==> src/rtl/cache_writeback_unit.sv <==
// cache_writeback_unit
// Drains one dirty cache line to memory as a single AXI3 INCR write burst.
// The line is read from a registered-read storage port (one-cycle latency).
// Words stream through a 2-entry buffer onto the W channel, and AW is
// issued in parallel with W. The unit then waits for B and reports either
// wb_done or wb_err.
// Optional feature: define CACHE_WB_RETRY_EN to replay the whole burst once
// after the first non-OKAY write response.
//
// Handshake rule used on every AXI channel: a transfer happens on a rising
// clk edge where valid and ready are both high. Once valid is raised, it and
// its payload stay stable until that transfer. The ready inputs may toggle
// freely.
module cache_writeback_unit #(
    parameter int         CACHE_LINE_WIDTH = 6,
    parameter int         TAG_WIDTH        = 20,
    parameter int         INDEX_WIDTH      = 6,
    parameter int         OFFSET_WIDTH     = CACHE_LINE_WIDTH - 2,
    parameter logic [3:0] AXI_ID           = 4'd1
) (
    input  logic                    clk,
    input  logic                    rst_n,
    input  logic                    wb_req,
    input  logic [TAG_WIDTH-1:0]    wb_tag,
    input  logic [INDEX_WIDTH-1:0]  wb_index,
    output logic                    wb_idle,
    output logic                    wb_done,
    output logic                    wb_err,
    output logic [OFFSET_WIDTH-1:0] line_roff,
    input  logic [31:0]             line_rdata,
    output logic [3:0]              awid,
    output logic [31:0]             awaddr,
    output logic [3:0]              awlen,
    output logic [2:0]              awsize,
    output logic [1:0]              awburst,
    output logic                    awvalid,
    input  logic                    awready,
    output logic [3:0]              wid,
    output logic [31:0]             wdata,
    output logic [3:0]              wstrb,
    output logic                    wlast,
    output logic                    wvalid,
    input  logic                    wready,
    input  logic [3:0]              bid,
    input  logic [1:0]              bresp,
    input  logic                    bvalid,
    output logic                    bready
);

    localparam logic [1:0] S_IDLE  = 2'd0;
    localparam logic [1:0] S_BURST = 2'd1;
    localparam logic [1:0] S_RESP  = 2'd2;

    localparam int              PW        = OFFSET_WIDTH + 1;
    localparam logic [PW-1:0]   N_BEATS   = PW'(2 ** OFFSET_WIDTH);
    localparam logic [PW-1:0]   LAST_BEAT = PW'(2 ** OFFSET_WIDTH - 1);
    localparam logic [3:0]      AWLEN_C   = 4'(2 ** OFFSET_WIDTH - 1);

    // FSM state, kept as a named register so checkers can bind to it
    logic [1:0]    state;

    logic [PW-1:0] rd_ptr;
    logic [PW-1:0] beat_cnt;
    logic          rd_inflight;
    logic [31:0]   buf0;
    logic [31:0]   buf1;
    logic [1:0]    buf_cnt;
    logic          aw_done;
    logic          w_done;
    logic          awvalid_q;
    logic [31:0]   awaddr_q;
    logic          done_q;
    logic          err_q;

    logic accept;
    logic rd_issue;
    logic aw_hs;
    logic w_hs;
    logic burst_end;
    logic b_hs;
    logic bresp_ok;
    logic do_retry;
    logic restart;
    logic push;
    logic pop_buf;

    // bid is not needed, because only one transaction is ever outstanding
    logic unused_bid;
    assign unused_bid = ^bid;

    // Handshake and sequencing decisions derived from the registered state
    always_comb begin
        wb_idle   = (state == S_IDLE) && !done_q && !err_q;
        accept    = wb_idle && wb_req;
        wvalid    = (buf_cnt != 2'd0) || rd_inflight;
        wlast     = wvalid && (beat_cnt == LAST_BEAT);
        aw_hs     = awvalid_q && awready;
        w_hs      = wvalid && wready;
        rd_issue  = (state == S_BURST) && (rd_ptr < N_BEATS) &&
                    ((3'(buf_cnt) + 3'(rd_inflight)) < 3'd2);
        burst_end = (state == S_BURST) && (aw_done || aw_hs) &&
                    (w_done || (w_hs && wlast));
        b_hs      = (state == S_RESP) && bvalid;
        bresp_ok  = (bresp == 2'b00);
        // When the buffer is empty, the word arriving from storage goes out directly
        push      = rd_inflight && !(w_hs && (buf_cnt == 2'd0));
        pop_buf   = w_hs && (buf_cnt != 2'd0);
        if (buf_cnt != 2'd0) begin
            wdata = buf0;
        end else if (rd_inflight) begin
            wdata = line_rdata;
        end else begin
            wdata = '0;
        end
    end

`ifdef CACHE_WB_RETRY_EN
    logic retry_q;

    // Decide whether the first failed response triggers a replay
    always_comb begin
        do_retry = b_hs && !bresp_ok && !retry_q;
    end

    // Track whether the one allowed replay has been used for this line
    always_ff @(posedge clk) begin
        if (!rst_n) begin
            retry_q <= 1'b0;
        end else if (do_retry) begin
            retry_q <= 1'b1;
        end else if (b_hs) begin
            retry_q <= 1'b0;
        end
    end
`else
    // Without the replay feature, every failed response is final
    always_comb begin
        do_retry = 1'b0;
    end
`endif

    assign restart = accept || do_retry;

    // Main sequencing FSM and the completion pulses
    always_ff @(posedge clk) begin
        if (!rst_n) begin
            state    <= S_IDLE;
            awaddr_q <= '0;
            done_q   <= 1'b0;
            err_q    <= 1'b0;
        end else begin
            done_q <= 1'b0;
            err_q  <= 1'b0;
            case (state)
                S_IDLE: begin
                    if (accept) begin
                        state    <= S_BURST;
                        awaddr_q <= {wb_tag, wb_index, {CACHE_LINE_WIDTH{1'b0}}};
                    end
                end
                S_BURST: begin
                    if (burst_end) begin
                        state <= S_RESP;
                    end
                end
                S_RESP: begin
                    if (b_hs) begin
                        if (do_retry) begin
                            state <= S_BURST;
                        end else begin
                            state  <= S_IDLE;
                            done_q <= bresp_ok;
                            err_q  <= !bresp_ok;
                        end
                    end
                end
                default: state <= S_IDLE;
            endcase
        end
    end

    // AW channel: raise awvalid at burst start and hold it until the handshake
    always_ff @(posedge clk) begin
        if (!rst_n) begin
            awvalid_q <= 1'b0;
            aw_done   <= 1'b0;
        end else if (restart) begin
            awvalid_q <= 1'b1;
            aw_done   <= 1'b0;
        end else if (aw_hs) begin
            awvalid_q <= 1'b0;
            aw_done   <= 1'b1;
        end
    end

    // Read pointer, beat counter and 2-entry word buffer
    always_ff @(posedge clk) begin
        if (!rst_n || restart) begin
            rd_ptr      <= '0;
            beat_cnt    <= '0;
            rd_inflight <= 1'b0;
            buf_cnt     <= 2'd0;
            buf0        <= '0;
            buf1        <= '0;
            w_done      <= 1'b0;
        end else begin
            rd_inflight <= rd_issue;
            if (rd_issue) begin
                rd_ptr <= rd_ptr + 1'b1;
            end
            if (w_hs) begin
                beat_cnt <= beat_cnt + 1'b1;
                if (wlast) begin
                    w_done <= 1'b1;
                end
            end
            if (pop_buf && push) begin
                if (buf_cnt == 2'd1) begin
                    buf0 <= line_rdata;
                end else begin
                    buf0 <= buf1;
                    buf1 <= line_rdata;
                end
            end else if (pop_buf) begin
                buf0    <= buf1;
                buf_cnt <= buf_cnt - 2'd1;
            end else if (push) begin
                if (buf_cnt == 2'd0) begin
                    buf0 <= line_rdata;
                end else begin
                    buf1 <= line_rdata;
                end
                buf_cnt <= buf_cnt + 2'd1;
            end
        end
    end

    assign line_roff = rd_ptr[OFFSET_WIDTH-1:0];
    assign awid      = AXI_ID;
    assign awaddr    = awaddr_q;
    assign awlen     = AWLEN_C;
    assign awsize    = 3'b010;
    assign awburst   = 2'b01;
    assign awvalid   = awvalid_q;
    assign wid       = AXI_ID;
    assign wstrb     = 4'hF;
    assign bready    = (state == S_RESP);
    assign wb_done   = done_q;
    assign wb_err    = err_q;

endmodule

==> config.mk <==
export PLATFORM = sky130hd
export DESIGN_NAME = cache_writeback_unit
export DESIGN_NICKNAME = d
export VERILOG_FILES = /design/src/rtl/cache_writeback_unit.sv
export SDC_FILE = /design/constraint.sdc
export NUM_CORES = 1
export LEC_CHECK = 0
export ABC_CLOCK_PERIOD_IN_PS = 6500
export CORE_AREA = 2 2 108 110
export DETAILED_ROUTE_END_ITERATION = 7
export DIE_AREA = 0 0 110 112
export PLACE_DENSITY_LB_ADDON = 0.2
export SLEW_MARGIN = 20
export SYNTH_ARGS = -nofsm -noshare
export SYNTH_HDL_FRONTEND = slang
export SYNTH_SLANG_ARGS = --single-unit
==> constraint.sdc <==
create_clock -name clk -period 6.5 [get_ports clk]
set_input_delay 1.3 -clock clk [delete_from_list [all_inputs] [get_ports clk]]
set_output_delay 1.3 -clock clk [all_outputs]
set_load 0.05 [all_outputs]
== Word-level counts from Yosys, hierarchy flattened ==
Index checks and enable logic that the tools add are counted.

* Register bits after elaboration: 110
* Output and inout bits: 96
* Input bits: 70
* Word-level logic and storage cells: 94

* Reductions and logical operators: 42
* $lt $le $gt $ge: 2
* $add $sub $neg: 5
* Multiplexer cells: 20
* Eq/ne operators: 10
* Bitwise logic cells: 2

{| class="wikitable"
|+ Operators by type and width
! operator !! number
|-
| $mux 32 || 12
|-
| $logic_and 1x1->1 || 16
|-
| $add 5x1->5 const B || 2
|-
| $mux 2 || 5
|-
| $reduce_and 2->1 || 4
|-
| $reduce_bool 2->1 || 4
|-
| $logic_not 2->1 || 3
|-
| $ne 2x1->1 const B || 3
|-
| $ne 2x2->1 const B || 3
|-
| $pmux 2 s3 || 1
|-
| $reduce_and 3->1 || 2
|-
| $reduce_bool 3->1 || 2
|-
| $eq 5x4->1 const B || 1
|-
| $logic_not 1->1 || 5
|-
| $lt 5x5->1 const B || 1
|-
| $eq 2x1->1 const B || 2
|-
| $logic_or 1x1->1 || 4
|-
| $reduce_and 4->1 || 1
|-
| $add 2x1->3 || 1
|-
| $lt 3x2->1 const B || 1
|-
| $add 2x1->2 const B || 1
|-
| $eq 2x2->1 const B || 1
|-
| $mux 1 || 2
|-
| $not 1->1 || 2
|-
| 2 further kinds || 2
|}

== Logic depth before layout (Yosys ltp) ==
Gate-level depths: netlist of run 1.

* Depth after elaboration: 9
* Depth in mapped cells: 12
* Depth with buffers taken out: 9

== Worst setup path before layout of run 1 ==
OpenSTA, ideal clock, no wires.

* Path type: register -> output
* Start point: reg buf_cnt[0]
* End point: out wdata[0]
* Data required time: 5200 ps
* Slack: 3030 ps
* Arrival time: 2170 ps
* Stages on the path, launching flop included: 6
* Path buffers: 2
* Cell sequence: dfxtp_1 inv_1 ha_1 clkbuf_1 clkbuf_1 o21ai_0

* Longest elaborated chain between the ends: 2

{| class="wikitable"
|+ RTL lines
! element !! RTL line !! RTL
|-
| start: declaration || 67 || <nowiki>logic [1:0] buf_cnt;</nowiki>
|-
| start signal: assignment || 226 || <nowiki>buf_cnt <= buf_cnt - 2'd1;</nowiki>
|-
| start signal: assignment || 233 || <nowiki>buf_cnt <= buf_cnt + 2'd1;</nowiki>
|-
| $reduce_bool 2->1 || 108 || <nowiki>if (buf_cnt != 2'd0) begin</nowiki>
|-
| $mux 32 || 108 ||
|-
| end: declaration || 39 || <nowiki>output logic [31:0] wdata,</nowiki>
|}

No other way between the ends.

== Worst setup path in the final report of run 1 ==
* Start point: reg buf_cnt[1]
* End point: out wlast

* Longest elaborated chain between the ends: 3

{| class="wikitable"
|+ RTL lines
! element !! RTL line !! RTL
|-
| $reduce_bool 2->1 || 95 || <nowiki>wvalid = (buf_cnt != 2'd0) || rd_inflight;</nowiki>
|-
| $logic_or 1x1->1 || 95 ||
|-
| $logic_and 1x1->1 || 96 || <nowiki>wlast = wvalid && (beat_cnt == LAST_BEAT);</nowiki>
|-
| end: declaration || 41 || <nowiki>output logic wlast,</nowiki>
|}

No other way between the ends.

==> results of run 1 <==
[sequential cells by signal, indices dropped and copies added, names as in the netlist]
name	cells
buf0	32
buf1	32
awaddr	26
beat_cnt	5
rd_ptr	5
buf_cnt	2
state	2
aw_done	1
awvalid	1
rd_inflight	1
w_done	1
wb_done	1
wb_err	1
[path summary, 6_finish.rpt]
path / to / cells after the start
max: wlast / 6
max reg2reg: buf1[4] / 9
min: buf1[5] / 2
min reg2reg: buf1[5] / 2
[routing by layer]
metal / routed length, um / vias to the layer above / global-route usage
li1: - / 2613 / -
met1: 6246 / 2562 / 0.2918
met2: 7473 / 163 / 0.4102
met3: 966 / 11 / 0.05504
met4: 146 / 0 / 0.08101
met5: 0 / - / 0
[through the flow]
step | instances | worst slack [ns]
after floorplan | 731 | 3.030
after global placement | 913 | 2.038
after detailed placement | 913 | 2.052
after CTS | 929 | 1.909
after global routing | 929 | 2.143
final | 929 | 2.263
[cell type report]
type	instances	area (um^2)	share of cell area
Clock buffer	13	250.2	0.03519
Clock inverter	3	20.02	0.002815
Inverter	43	163.9	0.02305
Multi-Input combinational cell	475	2882	0.4052
Sequential cell	110	2202	0.3097
Tap cell	143	178.9	0.02516
Timing Repair Buffer	142	1414	0.1988
[worst reg2reg max path, stage by stage (launching register included)]
cell and delay [ns]:
dfxtp_1 0.40, inv_1 0.11, ha_4 0.36, nor2b_2 0.17, buf_4 0.40, ha_1 0.38
or3b_2 0.75, buf_4 0.37, a21bo_2 0.25, a21oi_1 0.11
[power groups by stage]
stage               registers (mW)  clock network (mW)  logic, mW
finish                       0.708               0.508      0.323
global route                 0.710               0.546      0.345
CTS                          0.707               0.518      0.322
detailed placement           0.723                   0      0.321
global placement             0.722                   0      0.315
floorplan                    0.756                   0      0.195
[cell usage in the layout (no fill, tap or decap), types with 3 or more instances in the layout]
cell / instances
clkdlybuf4s50_1: 134
nand3_1: 127
dfxtp_1: 110
o21ai_0: 94
inv_1: 41
a21oi_1: 41
nor3_1: 34
a311oi_1: 33
a21bo_2: 32
conb_1: 27
a21boi_0: 23
clkbuf_16: 9
nor2_1: 8
buf_4: 7
ha_1: 6
nand2_1: 4
nor2b_1: 4
o31ai_1: 4
a21boi_1: 3
clkbuf_1: 3
[cell families (layout without fill, tap and decap cells)]
group | after synthesis | after routing | synth area share
AOI/OAI and AO/OA | 239 | 239 | 0.2790
other | 2 | 27 | 0.001319
DFF | 110 | 110 | 0.3866
and+or+nand+nor | 200 | 200 | 0.1854
buffers and inverters | 146 | 201 | 0.1292
xor gates and xnor gates | 2 | 2 | 0.003076
adders and majority gates | 7 | 7 | 0.01538
[synth_stat cells (3+ instances only)]
library cell,n,share of area
ha_1,7,0.015
buf_4,34,0.045
buf_1,5,0.0033
buf_2,10,0.0088
clkbuf_1,48,0.032
nand3_1,127,0.11
a311oi_1,33,0.051
o21ai_0,94,0.083
a21oi_1,41,0.036
nand2_1,4,0.0026
a21boi_1,3,0.0040
nor3_1,34,0.030
nor2b_1,7,0.0077
inv_1,41,0.027
nor2_1,8,0.0053
o31ai_1,4,0.0053
buf_6,6,0.012
a21boi_0,23,0.030
a21bo_2,32,0.056
dfxtp_1,110,0.39
==> impl_metrics.yaml, run 1 <==
run_status:
  status: "finished clean"
route:
  first_iter_violations: 378
  wl_per_cell_um: 15.97
  vias_per_cell: 5.758
  routed_wl_um: 14830
  num_vias: 5349
  drtAntennaViolNets: 0
  drtPass1Iterations: 5
  drc: 0
power:
  p_int_mw: 1.078
  finalPower_mw: 1.539
  p_per_area_nw_per_um2: 216.4
  vdd_drop_max_v: 0.0001173
  power_frac_clock: 0.330
  combPwrFrac: 0.210
  p_leak_nw: 2.390
  p_sw_frac: 0.2996
  seqPwrFrac: 0.460
  switchingPower_uw: 461.1
sta:
  min_period_ns: 4.237
  max_clock_freq_ghz: 0.2360
  grt_setup_unrepaired: "no"
  fin_worst_skew_ns: 0.007773
  slew-limit-headroom: 0.2975
  whs_ns: 0.4664
  setup_viol: 0
  final.period_utilization: 0.6518
  drv_slew: 0
  hold_viol_final: 0
  tns_ns: 0
  worstMarginPinSlew_ns: 1.050
grt:
  grt_pass1_wl_um: 24040
  grt_pass1_vias: 5185
  grt_max_degree: 71
  antenna_found_initial: 0
  gr-total-overflow: 0
  grtUsageTotal: 0.2395
setup_path:
  crit_family: "buffers and inverters"
  rrSetupSlack_ns: 3.13
  cp-end-kind: "output port"
  path_buf_inv: 3
  slowest_stage: "clkdlybuf4s50_1"
  crit_start: "buf_cnt[1]"
  crit_arrival_ns: 2.94
  crit_path_start_kind: "flop"
  crit_type: "flop to output port"
  reg2reg_from: "buf_cnt[0]"
  cp_cell_sequence: "inv_1, ha_4, nor2b_1, inv_1, and2_1, clkdlybuf4s50_1"
  crit_fanout: 70
  max_stage_delay_ns: 0.70
  cp_common_cell: "inv_1"
  required_ns: 5.20
clock_network:
  cts_buffer_depth: 2
  cts_tree: "done"
  cts-hold-fix-buffers: 0
  post_cts_resized: 0
  cts_setup_buffers: 0
  clkSinkCount: 110
  numCtsBuffers: 9
  path_clk_slew_ns: 0.07
  clk_latency_ns: 0.35
  cts-root-buf: "clkbuf_16"
  h-tree-depth: 3
synth:
  ys_async_sr_fraction: 0
  syn_inst: 706
  yosysSeqAreaShare: 0.3866
  yosys_register_bits: 110
  synth_area_per_cell_um2: 8.067
  netlist_area_um2: 5695
  yosys_warnings: 0
  synth_edf_count: 0
  yosysUniqueCellTypes: 48
  synth_ff_type: "dfxtp_1"
die:
  start_util: 0.5097
  die_h_um: 112
  num_io_pins: 166
  dieArea_um2: 12320
  num_rows: 39
  die_x_um: 110
  core_area_um2: 11170
min_path:
  worstHoldStart: "buf1[5]"
  hold_class: "flop to flop"
layout:
  design_area_um2: 7111
  fin_nets: 858
  filler_cell_count: 984
  fin_util: 0.6363
  syn_to_final_growth_pct: 24.85
  diodes: 0
  drive_above_1_share: 0.08779
placed_design:
  io_buffers: 134
  placed_area_um2: 6830
  place_hpwl_um: 9051
  place.gp.congestion: 0.7648
run:
  maxCapViolCount: 0
Note: power is estimated with default switching activity, not from simulation.
==> run 2, diff against run 1 <==
--- a/config.mk
+++ b/config.mk
@@ -5,10 +5,10 @@
 export SDC_FILE = /design/constraint.sdc
 export NUM_CORES = 1
 export LEC_CHECK = 0
-export ABC_CLOCK_PERIOD_IN_PS = 6500
-export CORE_AREA = 2 2 108 110
+export ABC_CLOCK_PERIOD_IN_PS = 3600
+export CORE_AREA = 2 2 119 121
 export DETAILED_ROUTE_END_ITERATION = 7
-export DIE_AREA = 0 0 110 112
+export DIE_AREA = 0 0 121 123
 export PLACE_DENSITY_LB_ADDON = 0.2
 export SLEW_MARGIN = 20
 export SYNTH_ARGS = -nofsm -noshare
==> constraint.sdc (replaced) <==
create_clock -name clk -period 3.6 [get_ports clk]
set_input_delay 0.72 -clock clk [delete_from_list [all_inputs] [get_ports clk]]
set_output_delay 0.72 -clock clk [all_outputs]
set_load 0.05 [all_outputs]
==> impl_metrics.yaml, run 2 (synthesized netlist as in run 1, its figures left out) <==
sta:
  slew-limit-headroom: 0.4779
  setup_viol: 0
  max_clock_freq_ghz: 0.3003
  fin_worst_skew_ns: 0.007005
  whs_ns: 0.4643
  grt_setup_unrepaired: "no"
  drv_slew: 0
  worstMarginPinSlew_ns: 0.7831
  hold_viol_final: 0
  worst_slack_ns: 0.2696
  tns_ns: 0
  min_period_ns: 3.330
  final.period_utilization: 0.9251
placed_design:
  placed_area_um2: 6949
  io_buffers: 134
  dp_slack_ns: 0.2915
  place.gp.congestion: 0.7672
  place_hpwl_um: 9779
  dp.cells: 960
grt:
  grt_max_degree: 80
  grt_pass1_vias: 5133
  grt_pass1_wl_um: 25100
  gr-total-overflow: 0
  grtUsageTotal: 0.2073
  antenna_found_initial: 0
clock_network:
  cts_tree: "done"
  cts_setup_buffers: 0
  cts-hold-fix-buffers: 0
  clk_latency_ns: 0.35
  path_clk_slew_ns: 0.07
  numCtsBuffers: 9
  h-tree-depth: 3
  cts-root-buf: "clkbuf_16"
  cts_buffer_depth: 2
  clkSinkCount: 110
power:
  p_leak_nw: 2.502
  vdd_drop_max_v: 0.0002671
  p_per_area_nw_per_um2: 423.4
  finalPower_mw: 3.108
setup_path:
  required_ns: 2.88
  cp-end-kind: "output port"
  crit_arrival_ns: 2.61
  crit_fanout: 29
  crit_path_start_kind: "flop"
  crit_type: "flop to output port"
layout:
  final_common_cell: "clkdlybuf4s50_1"
  final_cells: 976
  fin_nets: 868
  design_area_um2: 7341
  final_cell_mix: "clkdlybuf4s50_1, nand3_1, dfxtp_1"
  diodes: 0
  drive_above_1_share: 0.1043
  fin_util: 0.5393
  syn_to_final_growth_pct: 28.89
route:
  vias_per_cell: 5.459
  drc: 0
  first_iter_violations: 400
  drtPass1Iterations: 4
  drtAntennaViolNets: 0
  wl_per_cell_um: 15.53
  num_vias: 5328
  routed_wl_um: 15160
die:
  num_io_pins: 166
  dieArea_um2: 14880
  num_rows: 43
  die_h_um: 123
  start_util: 0.4184
  die_x_um: 121
  core_area_um2: 13610
min_path:
  hold_class: "flop to flop"
run:
  maxCapViolCount: 0
run_status:
  status: "finished clean"
-- run 2: area by class of cell --
class	count	area, um^2
fill	1264	6271
multi-input combinational	475	2872
sequential	110	2202
timing repair buffer	152	1496
clock buffer	11	252.7
tap	180	225.2
inverter	43	163.9
clock inverter	5	128.9
-- run 2: power breakdown --
group,switching [mW],total (mW),internal (mW)
logic,0.382,0.590,0.208
registers,0.0236,1.28,1.26
clock network,0.449,1.24,0.790
-- run 2: worst max-delay path, cell delays in order (launching register included) --
cell and delay [ns]:
dfxtp_1 0.35, or4_4 0.73, inv_4 0.30, clkdlybuf4s50_1 0.87
-- run 2: routing by layer --
metal	global-route usage	wire, um
met2	0.3546	7353
met1	0.2604	6659
met4	0.06541	274
met3	0.04613	874
met5	0	0
-- run 2: final timing paths --
| path | startpoint | end | slack, ns | cells after the start |
|---|---|---|---|---|
| worst max-delay path | state[1] | wb_idle | 0.27 | 3 |
| worst min-delay path | buf1[15] | buf1[15] | 0.46 | 2 |
| worst max register to register | buf_cnt[0] | buf1[9] | 0.90 | 10 |
| worst min register to register | buf1[15] | buf1[15] | 0.46 | 2 |
-- run 2: repair_timing --
action                     CTS  global route
hold endpoints to repair     0             0
gates resized for setup      0             1
setup endpoints to repair    0             1
==> run 3, diff against run 2 <==
--- a/config.mk
+++ b/config.mk
@@ -5,7 +5,6 @@
 export SDC_FILE = /design/constraint.sdc
 export NUM_CORES = 1
 export LEC_CHECK = 0
-export ABC_CLOCK_PERIOD_IN_PS = 3600
 export CORE_AREA = 2 2 119 121
 export DETAILED_ROUTE_END_ITERATION = 7
 export DIE_AREA = 0 0 121 123
==> results of run 3 <==
The final DEF is identical to that of run 2; final timing and power are the same.
